--- config.mk ---
export PLATFORM = sky130hd
export DESIGN_NAME = simd_dispatch_ctrl
export DESIGN_NICKNAME = d
export VERILOG_FILES = /design/src/rtl/simd_dispatch_ctrl.sv
export SDC_FILE = /design/constraint.sdc
export NUM_CORES = 1
export LEC_CHECK = 0
export CAP_MARGIN = 10
export CORE_AREA = 2 2 213 215
export DETAILED_ROUTE_END_ITERATION = 16
export DIE_AREA = 0 0 215 217
export PLACE_DENSITY_LB_ADDON = 0.08
export SETUP_SLACK_MARGIN = 0.02
export SKIP_LAST_GASP = 1
export SLEW_MARGIN = 20
export SYNTH_ARGS = -nofsm -noshare
export SYNTH_HDL_FRONTEND = slang
export SYNTH_SLANG_ARGS = --single-unit
--- constraint.sdc ---
create_clock -name clk -period 3.8 [get_ports clk]
set_input_delay 0.76 -clock clk [delete_from_list [all_inputs] [get_ports clk]]
set_output_delay 0.76 -clock clk [all_outputs]
set_load 0.02 [all_outputs]
--- src/rtl/simd_dispatch_ctrl.sv ---
// Dispatch controller for the SIMD datapath. It latches a command, streams operand pairs at up to
// one per cycle, tracks the in-flight pairs through the datapath latency and tags the results.
module simd_dispatch_ctrl #(
  parameter int unsigned LATENCY = 2
) (
  input  logic        clk,
  input  logic        reset,
  // Command channel
  input  logic        cmd_valid,
  output logic        cmd_ready,
  input  logic [2:0]  cmd_instr,
  input  logic [5:0]  cmd_size,
  input  logic [5:0]  cmd_count,
  // Operand stream
  input  logic        op_valid,
  output logic        op_ready,
  input  logic [63:0] op_a,
  input  logic [63:0] op_b,
  // To the SIMD datapath
  output logic        valid_instruction,
  output logic [2:0]  instruction,
  output logic [5:0]  data_size,
  output logic        valid_data,
  output logic [63:0] mc_data_in_opa,
  output logic [63:0] mc_data_in_opb,
  // From the SIMD datapath
  input  logic [31:0] out_procc0,
  input  logic [31:0] out_procc1,
  input  logic [31:0] out_extra_procc0,
  input  logic [31:0] out_extra_procc1,
  // Results and status
  output logic        res_valid,
  output logic [5:0]  res_index,
  output logic [31:0] res_procc0,
  output logic [31:0] res_procc1,
  output logic [31:0] res_extra0,
  output logic [31:0] res_extra1,
  output logic        busy,
  output logic        done
);

  localparam logic [2:0] StIdle   = 3'd0;
  localparam logic [2:0] StLoad   = 3'd1;
  localparam logic [2:0] StStream = 3'd2;
  localparam logic [2:0] StDrain  = 3'd3;
  localparam logic [2:0] StDone   = 3'd4;

  // All stages except the output stage; the output stage may still hold the last result
  // while the FSM already leaves DRAIN, so DONE follows it without a bubble.
  localparam logic [LATENCY-1:0] InnerMask = LATENCY'((64'd1 << (LATENCY - 1)) - 64'd1);

  logic [2:0]         state_q, state_d;
  logic [2:0]         instr_q;
  logic [5:0]         size_q;
  logic [5:0]         count_q;
  logic [5:0]         issue_cnt_q;
  logic [5:0]         res_idx_q;
  logic               valid_data_q;
  logic [63:0]        opa_q, opb_q;
  logic [LATENCY-1:0] sr_q, sr_d;

  logic cmd_fire;
  logic op_fire;
  logic last_pair;
  logic pending;

  assign cmd_ready = (state_q == StIdle);
  assign op_ready  = (state_q == StStream);
  assign cmd_fire  = cmd_valid & cmd_ready;
  assign op_fire   = op_valid & op_ready;
  assign last_pair = op_fire && ((issue_cnt_q + 6'd1) == count_q);
  assign pending   = valid_data_q || ((sr_q & InnerMask) != '0);

  always_comb begin
    state_d = state_q;
    unique case (state_q)
      StIdle: begin
        if (cmd_valid) begin
          state_d = (cmd_count == 6'd0) ? StDone : StLoad;
        end
      end
      StLoad:   state_d = StStream;
      StStream: if (last_pair) state_d = StDrain;
      StDrain:  if (!pending) state_d = StDone;
      StDone:   state_d = StIdle;
      default:  state_d = StIdle;
    endcase
  end

  always_comb begin
    sr_d    = sr_q << 1;
    sr_d[0] = valid_data_q;
  end

  always_ff @(posedge clk) begin
    if (reset) begin
      state_q      <= StIdle;
      instr_q      <= '0;
      size_q       <= '0;
      count_q      <= '0;
      issue_cnt_q  <= '0;
      res_idx_q    <= '0;
      valid_data_q <= 1'b0;
      opa_q        <= '0;
      opb_q        <= '0;
      sr_q         <= '0;
    end else begin
      state_q      <= state_d;
      valid_data_q <= op_fire;
      sr_q         <= sr_d;

      if (cmd_fire) begin
        instr_q <= cmd_instr;
        size_q  <= cmd_size;
        count_q <= cmd_count;
      end

      if (cmd_fire) begin
        issue_cnt_q <= '0;
      end else if (op_fire) begin
        issue_cnt_q <= issue_cnt_q + 6'd1;
      end

      if (cmd_fire) begin
        res_idx_q <= '0;
      end else if (sr_q[LATENCY-1]) begin
        res_idx_q <= res_idx_q + 6'd1;
      end

      if (op_fire) begin
        opa_q <= op_a;
        opb_q <= op_b;
      end
    end
  end

  assign valid_instruction = (state_q == StLoad);
  assign instruction       = instr_q;
  assign data_size         = size_q;
  assign valid_data        = valid_data_q;
  assign mc_data_in_opa    = opa_q;
  assign mc_data_in_opb    = opb_q;

  assign res_valid  = sr_q[LATENCY-1];
  assign res_index  = res_idx_q;
  assign res_procc0 = out_procc0;
  assign res_procc1 = out_procc1;
  assign res_extra0 = out_extra_procc0;
  assign res_extra1 = out_extra_procc1;

  assign busy = (state_q != StIdle);
  assign done = (state_q == StDone);

endmodule

==> results.cfg, run 1 <==
[run_status]
status = finished, final reports clean

[route]
final_antenna_net_count = 0
drt_iter0_drc = 228
routed_wl_um = 25900
drc = 0
drt_pass1_iterations = 4
wl_per_cell_um = 16.1
via_count = 5864
viasPerCell = 3.64

[logic_synthesis]
yosysUniqueCellTypes = 35
synthTopCellsByArea = dfxtp_1 (47%), nand2_1 (15%), buf_4 (14%), a21oi_1 (9.8%), buf_6 (2.0%)
seq_area_frac_synth_pct = 46.7
synth_area_um2 = 6910
ys_warn_count = 0
synth_edf_count = 0
synth-seq-cells = 161
yosysTopAreaCell = dfxtp_1
synth_area_per_cell_um2 = 8.10
syn_inst = 853
syn_nets = 1130
ys.flop_type = dfxtp_1
ys_async_sr_fraction_pct = 0
synth_top_area_share_pct = 46.7

[cts]
cts_hold_buf = 0
htree_levels = 4
cts_setup_buffers = 0
numCtsBuffers = 17
cts_tree = yes
clkSlewWorstSetupHoldPaths_ns = 0.06
cts_root_buf = clkbuf_16
cts.repair.resized = 0
clk_latency_ns = 0.47
clock_sinks = 161
clockBufferDepth = 2

[setup_path]
crit_start = state_q[2]$_SDFFE_PP0P_
crit_required_ns = 3.04
critPathLaunchType = flop
reg2reg_to = mc_data_in_opb[0]$_SDFFE_PP0P_
worstSetupEndpointType = output port
slowest_stage = clkdlybuf4s50_1
cp_max_fo = 12
crit_end = cmd_ready
critical_path_class = flop to output port
worstPathArrival_ns = 2.05
reg2reg_slack_ns = 1.85
r2r-start = state_q[1]$_SDFFE_PP0P_
cpPeakStageDelay_ns = 0.59
crit_chain = or3_1 > inv_1 > clkdlybuf4s50_1
reg2reg_depth = 4

[floorplanning]
start_util_pct = 15.5
die_w_um = 215
core_area_um2 = 44700
core.rowCount = 78
die_h_um = 217
ioPinCount = 553
die_area_um2 = 46700

[placed_design]
gp_congestion = 0.700
dpl.hpwl_um = 18100
portBuffers = 296
place_area_um2 = 9480

[grt]
grt_usage_pct = 11.1
grt_pass1_vias = 5964
overflow = 0
grt_pass1_wl_um = 38100
antenna_found_initial = 1
grt_max_degree = 100

[pwr]
p_leak_nw = 3.28
irDropWorstVdd_v = 0.000262
powerDensity_nw_per_um2 = 403
p_total_mw = 4.04

[sta]
finalCritPeriodShare_pct = 74.0
clock.fmax_mhz = 356
finalSetupTns_ns = 0
min_period_ns = 2.81
holdWs_ns = 0.453
finalClockSkew_ns = 0.00948
relSlewSlack_pct = 57.2
worst_slew_pin_slew_ns = 0.642
slew_violations = 0
setup_violations = 0
finalHoldViolCount = 0
rsz0062_at_grt = false

[final_layout]
seq_area_um2 = 3220
n_fill_cell = 5083
drive_gt1_share_pct = 6.74
multi_input_area_um2 = 2400
layout.nets = 1274
synthToLayoutAreaGrowth_pct = 45.4
n_antenna_cell = 0
post-route-util_pct = 22.5
finish.instance_area_um2 = 10000

[hold_path]
hold_path.class = flop to flop

[job]
max-cap-violations = 0
flip-flops by register name (all words and copies together) (netlist names):
name and count:
valid_data 1, sr_q 2, mc_data_in_opb 64, instruction 3, state_q 3, count_q 6, res_index 6, data_size 6
mc_data_in_opa 64, issue_cnt_q 6
how the worst min path moves through the flow:
stage | depth (start not counted) | startpoint | slack [ns] | endpoint
2_1_floorplan | 2 | count_q[1]$_SDFFE_PP0P_ | 0.45 | count_q[1]$_SDFFE_PP0P_
3_3_place_gp | 2 | mc_data_in_opb[0]$_SDFFE_PP0P_ | 0.44 | mc_data_in_opb[0]$_SDFFE_PP0P_
3_5_place_dp | 2 | mc_data_in_opa[44]$_SDFFE_PP0P_ | 0.45 | mc_data_in_opa[44]$_SDFFE_PP0P_
4_1_cts | 2 | mc_data_in_opa[44]$_SDFFE_PP0P_ | 0.46 | mc_data_in_opa[44]$_SDFFE_PP0P_
5_1_grt | 2 | mc_data_in_opa[1]$_SDFFE_PP0P_ | 0.47 | mc_data_in_opa[1]$_SDFFE_PP0P_
6_report | 2 | mc_data_in_opb[24]$_SDFFE_PP0P_ | 0.45 | mc_data_in_opb[24]$_SDFFE_PP0P_
layer usage:
layer,up-vias,track usage [%],routed length (um)
li1,2889,-,-
met1,2617,12.4,10900
met2,304,16.8,11400
met3,50,7.06,2940
met4,4,4.69,614
met5,-,0.521,45
per-stage QoR:
stage / cells / worst slack, ns
global route: 1609 / 0.837
global placement: 1578 / 1.13
floorplan: 853 / 1.94
finish: 1609 / 0.989
CTS: 1609 / 0.904
detailed placement: 1578 / 1.08
critical path: cells and delay by family, from the launching register on:
kind / cells / cell delay, ns
AND/OR/NAND/NOR: 1 / 0.47
buffers and inverters: 2 / 0.66
flip-flops: 1 / 0.44
layout by cell type, fill, tap and decap left out, types with 2 or more instances in the layout:
master,Yosys,routed
nor4_1,2,2
clkinv_2,0,4
a21oi_2,10,10
nand2_1,282,282
nand2_2,10,10
ha_1,2,2
buf_4,131,9
xor2_1,8,8
clkinvlp_4,0,3
a21oi_1,135,135
buf_12,0,4
nand4_1,5,5
nor2b_1,2,2
nand3_1,2,2
and3_1,2,2
dfxtp_1,161,161
xnor2_1,9,9
nor2_1,17,17
nor3_1,2,2
nor3b_1,2,2
nor3_2,2,2
clkdlybuf4s50_1,0,295
clkbuf_16,0,17
clkbuf_8,0,4
o32ai_1,2,2
or3_1,2,2
nand2b_1,3,3
power breakdown:
group / total [mW] / internal, mW / switching, mW
logic: 0.537 / 0.279 / 0.258
registers: 1.78 / 1.74 / 0.0335
clock network: 1.73 / 0.963 / 0.769
total: 4.04 / 2.98 / 1.06
logic make-up after synthesis:
family          Yosys count  synth area share [%]
simple gates            338                  20.1
buf+inv                 184                  18.9
flops                   161                  46.7
compound gates          150                  11.7
xor+xnor                 17                  2.16
fa+ha+maj                 2                 0.362
mux                       1                 0.145
Yosys cell counts (2+ instances only):
cell type and count:
ha_1 2, nand2_1 282, nor2_1 17, nor4_1 2
nor3b_1 2, nand2b_1 3, a21oi_2 10, nand3_1 2
and3_1 2, nor3_2 2, buf_2 19, o32ai_1 2
xnor2_1 9, nand4_1 5, nor2b_1 2, or3_1 2
dfxtp_1 161, clkbuf_1 20, buf_6 12, nor3_1 2
buf_4 131, xor2_1 8, a21oi_1 135, nand2_2 10
cell type report:
class | instances | share of cell area, %
clock inverters | 9 | 0.810
clock buffers | 22 | 4.82
multi-input cells | 508 | 23.9
flip-flops and latches | 161 | 32.1
inverters | 1 | 0.0374
well taps | 600 | 7.48
repair buffers | 308 | 30.9
No activity file was read; power rests on OpenSTA's default activity.
==> inputs of run 2 (changes only) <==
--- a/config.mk
+++ b/config.mk
@@ -6,9 +6,9 @@
 export NUM_CORES = 1
 export LEC_CHECK = 0
 export CAP_MARGIN = 10
-export CORE_AREA = 2 2 213 215
+export CORE_AREA = 2 2 214 216
 export DETAILED_ROUTE_END_ITERATION = 16
-export DIE_AREA = 0 0 215 217
+export DIE_AREA = 0 0 216 218
 export PLACE_DENSITY_LB_ADDON = 0.08
 export SETUP_SLACK_MARGIN = 0.02
 export SKIP_LAST_GASP = 1
==> constraint.sdc (replaced) <==
create_clock -name clk -period 2.5 [get_ports clk]
set_input_delay 0.5 -clock clk [delete_from_list [all_inputs] [get_ports clk]]
set_output_delay 0.5 -clock clk [all_outputs]
set_load 0.02 [all_outputs]
==> results.cfg, run 2 (same netlist as run 1, synthesis figures left out) <==
[run_status]
status = finished, final reports clean

[final_layout]
finish.instance_area_um2 = 10200
drive_gt1_share_pct = 7.30
layout.nets = 1278
n_fill_cell = 5024
final_cell_mix = clkdlybuf4s50_1 (291), nand2_1 (282), dfxtp_1 (160)
n_antenna_cell = 0
final_cells = 1614
synthToLayoutAreaGrowth_pct = 47.0
final_common_cell = clkdlybuf4s50_1
post-route-util_pct = 22.6

[setup_path]
worstPathArrival_ns = 1.88
worstSetupEndpointType = output port
slowest_stage = clkdlybuf4s50_1
cpPeakStageDelay_ns = 0.57
crit_required_ns = 2.00
critPathLaunchType = flop
crit_chain = or3_1 > clkdlybuf4s50_1
critical_path_class = flop to output port
cp_max_fo = 10

[sta]
finalSetupTns_ns = 0
holdWs_ns = 0.452
finalHoldViolCount = 0
finalClockSkew_ns = 0.00651
worst_slew_pin_slew_ns = 0.575
slew_violations = 0
relSlewSlack_pct = 61.7
setup_violations = 0
setup_slack_ns = 0.125
finalCritPeriodShare_pct = 95.0
min_period_ns = 2.38
rsz0062_at_grt = false
clock.fmax_mhz = 421

[cts]
clock_sinks = 161
htree_levels = 4
cts_tree = yes
cts_root_buf = clkbuf_16
clockBufferDepth = 2
clk_latency_ns = 0.49
cts_setup_buffers = 0
clkSlewWorstSetupHoldPaths_ns = 0.06
numCtsBuffers = 17

[floorplanning]
ioPinCount = 553
die_area_um2 = 47100
core.rowCount = 78
die_h_um = 218
core_area_um2 = 44900
start_util_pct = 15.4
die_w_um = 216

[placed_design]
dpl.hpwl_um = 18800
gp_congestion = 0.695
placed_cells = 1582
place_area_um2 = 9550
portBuffers = 296
dpl_worst_slack_ns = 0.304

[route]
wl_per_cell_um = 16.2
viasPerCell = 3.66
drt_iter0_drc = 194
via_count = 5903
final_antenna_net_count = 0
drt_pass1_iterations = 4
drc = 0
routed_wl_um = 26200

[pwr]
power.switching_mw = 1.66
clock_power_share_pct = 44.3
irDropWorstVdd_v = 0.000364
power_frac_comb_pct = 13.0
seqPwrFrac_pct = 42.6
powerDensity_nw_per_um2 = 623
p_int_mw = 4.67
p_sw_share_pct = 26.2
p_leak_nw = 3.38
p_total_mw = 6.33

[grt]
antenna_found_initial = 0
grt_pass1_vias = 5805
grt_pass1_wl_um = 38000
grt_usage_pct = 11.1
overflow = 0
grt_max_degree = 70

[hold_path]
hold_path.class = flop to flop

[job]
max-cap-violations = 0
[run 2: changes by cell type in the layout (fill, tap and decap cells not counted), moves of 2 or more]
cell and change:
clkdlybuf4s50_1 -4, buf_12 +3, dlymetal6s2s_1 +3, clkinv_4 +3
clkbuf_8 -3, bufinv_16 +2
[run 2: critical path, delay by kind of cell (launching register included)]
kind,cells,cell delay [ns]
buf+inv,1,0.57
simple gates,1,0.43
flops,1,0.39
[run 2: what timing repair did]
item                       CTS  global route
hold endpoints to repair     0             0
setup endpoints to repair    4             3
hold buffers                 0             0
resized for setup            2             3
[run 2: power by group through the flow]
stage / logic [mW] / clock network [mW] / registers (mW)
after floorplan: 0.562 / 0 / 2.84
after global placement: 0.854 / 0 / 2.76
after detailed placement: 0.850 / 0 / 2.76
after CTS: 0.852 / 2.99 / 2.70
after global routing: 0.898 / 3.08 / 2.71
final: 0.826 / 2.80 / 2.70
[run 2: path summary, 6_finish.rpt]
path                                        start                              end  slack, ns  cells past startpoint
setup / recovery          state_q[1]$_SDFFE_PP0P_                             busy       0.12                      2
hold / removal    mc_data_in_opa[37]$_SDFFE_PP0P_  mc_data_in_opa[37]$_SDFFE_PP0P_       0.45                      2
setup reg to reg      issue_cnt_q[0]$_SDFFE_PP0P_          state_q[0]$_SDFFE_PP0P_       0.87                      5
hold reg to reg   mc_data_in_opa[37]$_SDFFE_PP0P_  mc_data_in_opa[37]$_SDFFE_PP0P_       0.45                      2
[run 2: area by class of cell]
cell class              instances  area [um2]  area share, %
repair buffers                312        3180           31.3
clock buffers                  19         443           4.36
clock inverters                13         160           1.58
multi-input cells             508        2400           23.6
well taps                     600         751           7.39
flip-flops and latches        161        3220           31.7
inverters                       1        3.75         0.0370
[run 2: metal layers]
metal	vias up	GRT usage (%)	part of all wire [%]
met4	2	4.73	2.3
met1	2678	11.9	40
met2	277	16.9	45
met5	-	0.625	0.14
met3	43	7.60	12
li1	2903	-	-
==> inputs of run 3 (changes only) <==
--- a/config.mk
+++ b/config.mk
@@ -9,10 +9,10 @@
 export CORE_AREA = 2 2 214 216
 export DETAILED_ROUTE_END_ITERATION = 16
 export DIE_AREA = 0 0 216 218
+export GPL_ROUTABILITY_DRIVEN = 0
 export PLACE_DENSITY_LB_ADDON = 0.08
 export SETUP_SLACK_MARGIN = 0.02
 export SKIP_LAST_GASP = 1
-export SLEW_MARGIN = 20
 export SYNTH_ARGS = -nofsm -noshare
 export SYNTH_HDL_FRONTEND = slang
 export SYNTH_SLANG_ARGS = --single-unit
==> results of run 3 <==
Final layout, timing and power as in run 2 (identical DEF).
